--- config.mk ---
export PLATFORM = sky130hd
export DESIGN_NAME = spinner_step_gen
export DESIGN_NICKNAME = d
export VERILOG_FILES = /design/src/rtl/spinner_step_gen.sv
export SDC_FILE = /design/constraint.sdc
export NUM_CORES = 1
export LEC_CHECK = 0
export BUFFER_PORTS_ARGS = -buffer_cell sky130_fd_sc_hd__buf_2
export CAP_MARGIN = 40
export CORE_UTILIZATION = 37
export CTS_BUF_LIST = sky130_fd_sc_hd__clkbuf_8 sky130_fd_sc_hd__clkbuf_16
export DETAILED_ROUTE_END_ITERATION = 7
export SLEW_MARGIN = 5
export SYNTH_ARGS = -nofsm -noshare
export SYNTH_HDL_FRONTEND = slang
export SYNTH_SLANG_ARGS = --single-unit
--- constraint.sdc ---
create_clock -name clk -period 3.7 [get_ports clk]
set_input_delay 0.37 -clock clk [delete_from_list [all_inputs] [get_ports clk]]
set_output_delay 0.37 -clock clk [all_outputs]
set_load 0.05 [all_outputs]
--- src/rtl/spinner_step_gen.sv ---
`default_nettype none
// +--------------------------------------------------------------------------+
// | Module   : spinner_step_gen                                              |
// | Purpose  : Turns signed host motion deltas into step_clk pulses plus an  |
// |            up/down level for a cascaded up/down counter chain. The       |
// |            direction is set up before every counting edge, and pulses    |
// |            are paced so that no motion is lost.                          |
// | Option   : SPINNER_ACCEL_EN - halves the inter-pulse gap while |acc| >   |
// |            ACCEL_THR and adds the accel_active output. The ACCEL_THR     |
// |            parameter exists only in that build.                          |
// | Revision : 1.0 - initial release                                         |
// +--------------------------------------------------------------------------+
module spinner_step_gen #(
  parameter int ACC_W     = 10,
  parameter int SETUP_CYC = 2,
  parameter int HIGH_CYC  = 4,
  parameter int GAP_CYC   = 4
`ifdef SPINNER_ACCEL_EN
  ,
  parameter int ACCEL_THR = 64
`endif
) (
  input  logic       clk,
  input  logic       n_reset,
  input  logic       delta_valid,
  input  logic [7:0] delta,
  output logic       step_clk,
  output logic       u_d,
  output logic       n_en,
  output logic       busy,
  output logic       overflow
`ifdef SPINNER_ACCEL_EN
  ,
  output logic       accel_active
`endif
);

  // State encoding
  localparam logic [1:0] S_IDLE     = 2'd0;
  localparam logic [1:0] S_SETUP    = 2'd1;
  localparam logic [1:0] S_PULSE_HI = 2'd2;
  localparam logic [1:0] S_PULSE_LO = 2'd3;

  // Timer sizing: the counter holds (duration - 1) of the longest state
  localparam int MAX_CYC_A = (SETUP_CYC > HIGH_CYC) ? SETUP_CYC : HIGH_CYC;
  localparam int MAX_CYC   = (MAX_CYC_A > GAP_CYC) ? MAX_CYC_A : GAP_CYC;
  localparam int CNT_W     = (MAX_CYC > 1) ? $clog2(MAX_CYC) : 1;

  localparam logic [CNT_W-1:0] SETUP_INIT = CNT_W'(SETUP_CYC - 1);
  localparam logic [CNT_W-1:0] HIGH_INIT  = CNT_W'(HIGH_CYC - 1);
  localparam logic [CNT_W-1:0] GAP_INIT   = CNT_W'(GAP_CYC - 1);

  // Saturation limits are symmetric, so the most negative code is never used
  localparam logic signed [ACC_W:0] ACC_MAX  = (ACC_W+1)'((1 << (ACC_W - 1)) - 1);
  localparam logic signed [ACC_W:0] ACC_MIN  = -ACC_MAX;
  localparam logic signed [ACC_W:0] ONE_EXT  = (ACC_W+1)'(1);
  localparam logic signed [ACC_W:0] MONE_EXT = -ONE_EXT;

  logic [1:0]              state;
  logic [CNT_W-1:0]        cnt;
  logic signed [ACC_W-1:0] acc;

  logic                    acc_nz;
  logic                    acc_pos;
  logic                    abort;
  logic                    fire;
  logic [CNT_W-1:0]        gap_init;
  logic signed [ACC_W:0]   acc_ext;
  logic signed [ACC_W:0]   add_term;
  logic signed [ACC_W:0]   take_term;
  logic signed [ACC_W:0]   sum;
  logic signed [ACC_W:0]   sum_sat;
  logic                    sat_hit;

  assign acc_nz  = (acc != '0);
  assign acc_pos = acc_nz && !acc[ACC_W-1];

  // A step is only issued if the pending motion still points the latched way
  assign abort = !acc_nz || (acc_pos != u_d);
  assign fire  = (state == S_SETUP) && (cnt == '0) && !abort;

  assign busy = (state != S_IDLE) || acc_nz;

`ifdef SPINNER_ACCEL_EN
  localparam logic [CNT_W-1:0] GAP_SHORT_INIT = CNT_W'(((GAP_CYC + 1) / 2) - 1);

  logic [ACC_W-1:0] acc_mag;
  logic             gap_short;

  assign acc_mag   = acc[ACC_W-1] ? (~acc + 1'b1) : acc;
  assign gap_short = (int'({1'b0, acc_mag}) > ACCEL_THR);
  assign gap_init  = gap_short ? GAP_SHORT_INIT : GAP_INIT;
`else
  assign gap_init  = GAP_INIT;
`endif

  // Next accumulator value: new motion in, issued step out, then clamp
  always_comb begin
    acc_ext   = {acc[ACC_W-1], acc};
    add_term  = delta_valid ? {{(ACC_W-7){delta[7]}}, delta} : '0;
    take_term = fire ? (u_d ? ONE_EXT : MONE_EXT) : '0;
    sum       = acc_ext + add_term - take_term;
    sat_hit   = 1'b0;
    sum_sat   = sum;
    if (sum > ACC_MAX) begin
      sum_sat = ACC_MAX;
      sat_hit = 1'b1;
    end else if (sum < ACC_MIN) begin
      sum_sat = ACC_MIN;
      sat_hit = 1'b1;
    end
  end

  // Accumulator and sticky overflow flag
  always_ff @(posedge clk or negedge n_reset) begin
    if (!n_reset) begin
      acc      <= '0;
      overflow <= 1'b0;
    end else begin
      acc <= sum_sat[ACC_W-1:0];
      if (sat_hit) begin
        overflow <= 1'b1;
      end
    end
  end

  // Pulse sequencer: direction setup, high phase, gap, repeat while motion remains
  always_ff @(posedge clk or negedge n_reset) begin
    if (!n_reset) begin
      state    <= S_IDLE;
      cnt      <= '0;
      step_clk <= 1'b0;
      u_d      <= 1'b1;
      n_en     <= 1'b1;
`ifdef SPINNER_ACCEL_EN
      accel_active <= 1'b0;
`endif
    end else begin
      case (state)
        S_IDLE: begin
          if (acc_nz) begin
            state <= S_SETUP;
            cnt   <= SETUP_INIT;
            u_d   <= acc_pos;
            n_en  <= 1'b0;
          end
        end
        S_SETUP: begin
          if (cnt != '0) begin
            cnt <= cnt - CNT_W'(1);
          end else if (abort) begin
            // Motion vanished or reversed during setup: drop out, keep u_d
            state <= S_IDLE;
            n_en  <= 1'b1;
          end else begin
            state    <= S_PULSE_HI;
            cnt      <= HIGH_INIT;
            step_clk <= 1'b1;
          end
        end
        S_PULSE_HI: begin
          if (cnt != '0) begin
            cnt <= cnt - CNT_W'(1);
          end else begin
            state    <= S_PULSE_LO;
            cnt      <= gap_init;
            step_clk <= 1'b0;
`ifdef SPINNER_ACCEL_EN
            accel_active <= gap_short;
`endif
          end
        end
        S_PULSE_LO: begin
          if (cnt != '0) begin
            cnt <= cnt - CNT_W'(1);
          end else begin
`ifdef SPINNER_ACCEL_EN
            accel_active <= 1'b0;
`endif
            if (acc_nz) begin
              state <= S_SETUP;
              cnt   <= SETUP_INIT;
              u_d   <= acc_pos;
            end else begin
              state <= S_IDLE;
              n_en  <= 1'b1;
            end
          end
        end
        default: begin
          state <= S_IDLE;
          n_en  <= 1'b1;
        end
      endcase
    end
  end

endmodule
`default_nettype wire

==> reports/results.tsv <==
metric	value	unit
status	complete, no violations	
final hold vios	0	
FF+latch count, synth	18	
Peak Freq	0.2884	GHz
DRC	0	
minimum clock period	3.467	ns
via/cell ratio	5.080	
synth-to-layout area growth	13.66	%
TritonCTS buffer count	3	
M1 wire length	2.025	mm
Critical Path RT	3.84	ns
drt initial violations	71	
part of the cycle the worst path needs	0.9370	
Max clock buf depth	2	
worst skew pair latency	0.26	ns
DR top layer	met4	
clock sink total	18	
# hold bufs at CTS	0	
# rows	25	
DRT Pass-1 Iters	4	
GR Overflow Total	0	
Syn Nets	250	
async set or reset register ratio after synthesis	1.000	
via count	1524	
gpl congestion	0.8596	
Clock Root Buffer	clkbuf_8	
Worst setup EP type	flop	
metal3 WL	109	µm
skew final	0.005325	ns
Mapped Avg Cell Area	8.682	µm²
Cell variety after synth	49	
CP Class	reg2reg	
Fillers	497	
final WL	4.022	mm
Pins Over Slew Limit	0	
initial antenna violation count	0	
met2 wire length	1.858	mm
Wirelength per Cell	13.41	µm
first-pass GRT wire length	6.893	mm
Initial Util	0.3871	
CP Max Fanout	10	
vias in the first global route	1513	
DIE HEIGHT	72.53	µm
share of cells above drive strength 1	0.1974	
DP HPWL	3.244	mm
clock transition at the registers of the reported paths	0.07	ns
Mapped Area	1841	µm²
main flop type after synthesis	dfrtp_1	
Startpoint Class	flop	
CTS H-Tree Depth	1	
Seq/Total Area, Yosys	0.2461	
max cap viols	0	
Setup Viol. Count Final	0	
Die ar.	5261	µm²
IO Count	16	
I/O Buffers	15	
TritonCTS clock tree	yes	
Mapped Cells	212	
worst hold-check path type	in2async	
fin nets	272	
antenna cell count	0	
largest net degree at the start of global routing	19	
overall die width	72.53	µm
core box area	4755	µm²
Critical Path AT	3.61	ns
measured slew at the worst slew-check pin	0.4021	ns
Final ANT Viol Nets	0	
gr usage total	0.1654	
synth warn	0	
Relative slew margins	0.7319	
count of flip-flops with a built-in enable after synthesis	0	
Hold Worst Slack	0.03092	ns
[flip-flops by register name, summed over array words and instances, names as in the netlist, named ones only]
name,flops
overflow,1
acc,10
u_d,1
cnt,2
step_clk,1
n_en,1
state,1
[layout by cell type (no fill, tap or decap), types with 3 or more instances in the layout]
| cell | instances |
|---|---|
| o211ai_1 | 5 |
| and2_1 | 6 |
| nor2b_1 | 3 |
| buf_4 | 7 |
| nand4_1 | 4 |
| nor2_1 | 10 |
| nor3_1 | 5 |
| nand3_1 | 5 |
| o21ai_0 | 15 |
| and3_1 | 4 |
| a21o_1 | 4 |
| fa_1 | 10 |
| maj3_2 | 7 |
| a21oi_1 | 10 |
| inv_1 | 31 |
| dfrtp_1 | 16 |
| nand2_1 | 13 |
| ha_1 | 17 |
| buf_2 | 15 |
| clkbuf_8 | 4 |
[Yosys cell counts, types with 3 or more instances]
cell type | instances | area [µm²]
a21o_1 | 4 | 30.03
a21oi_1 | 11 | 55.05
and2_1 | 6 | 37.54
and3_1 | 4 | 25.02
dfrtp_1 | 16 | 400.4
fa_1 | 10 | 200.2
ha_1 | 17 | 212.7
inv_1 | 31 | 116.4
maj3_2 | 7 | 78.83
nand2_1 | 13 | 48.80
nand3_1 | 6 | 30.03
nand4_1 | 4 | 25.02
nor2_1 | 11 | 41.29
nor2b_1 | 3 | 18.77
nor3_1 | 5 | 25.02
o211ai_1 | 5 | 37.54
o21ai_0 | 15 | 75.07
[what timing repair did]
| item | CTS | global route |
|---|---|---|
| setup buffers | 0 | 1 |
| gates resized for setup | 0 | 5 |
| setup endpoints to repair | 0 | 11 |
[cells by family after synthesis]
family	synth area share
AND/OR/NAND/NOR	0.1876
XOR/XNOR	0.01428
multiplexers	0.01156
adder cells (fa/ha/maj)	0.2672
flip-flops	0.2461
AO/OA/AOI/OAI	0.1910
buffers and inverters	0.08225
[worst max-delay path, cell delays in order, from the launching register on]
cell	delay, ns
dfrtp_1	0.43
nor4_2	0.30
nand4_1	0.16
a21oi_2	0.18
nor2_1	0.07
ha_1	0.28
inv_1	0.05
ha_1	0.18
inv_1	0.06
fa_1	0.41
nand2b_1	0.21
a21o_1	0.19
nand4_1	0.10
a21oi_1	0.10
or2_4	0.32
maj3_2	0.32
[area by class of cell]
class / instances / area [µm²] / area share
timing repair buffer: 22 / 127.6 / 0.06100
multi-input combinational: 158 / 1256 / 0.6005
inverter: 31 / 116.4 / 0.05562
sequential: 18 / 452.9 / 0.2165
clock buffer: 4 / 55.05 / 0.02632
tap: 67 / 83.83 / 0.04007
[per-stage QoR]
| step | cells | cell area, µm² | TNS, ns | utilization | setup slack [ns] |
|---|---|---|---|---|---|
| 6_report | 300 | 2092 | 0 | 0.4400 | 0.2332 |
| 5_1_grt | 300 | 2092 | -0.007228 | 0.4400 | -0.004363 |
| 4_1_cts | 299 | 2064 | 0 | 0.4342 | 0.02726 |
| 3_5_place_dp | 295 | 2009 | 0 | 0.4226 | 0.04327 |
| 3_3_place_gp | 295 | 2009 | 0 | 0.4226 | 0.06749 |
| 2_1_floorplan | 212 | 1841 | 0 | - | 0.1735 |
[metal layers]
layer	GRT usage	vias up
met5	0	-
met4	0.02397	0
met3	0.02083	2
met2	0.2741	24
met1	0.2351	712
li1	-	786
[worst paths after layout]
check	to	depth (start not counted)	slack [ns]	start
setup / recovery	acc[7]	15	0.23	acc[7]
hold / removal	cnt[1]	1	0.03	n_reset
setup reg to reg	acc[7]	15	0.23	acc[7]
hold reg to reg	step_clk	1	0.49	step_clk
max in group asynchronous	n_en	1	3.34	n_reset
min in group clk	step_clk	1	0.49	step_clk
Power is left out: the tool's default activity adds up to more than one toggle a clock period on the data nets, which glitch-free logic cannot reach.
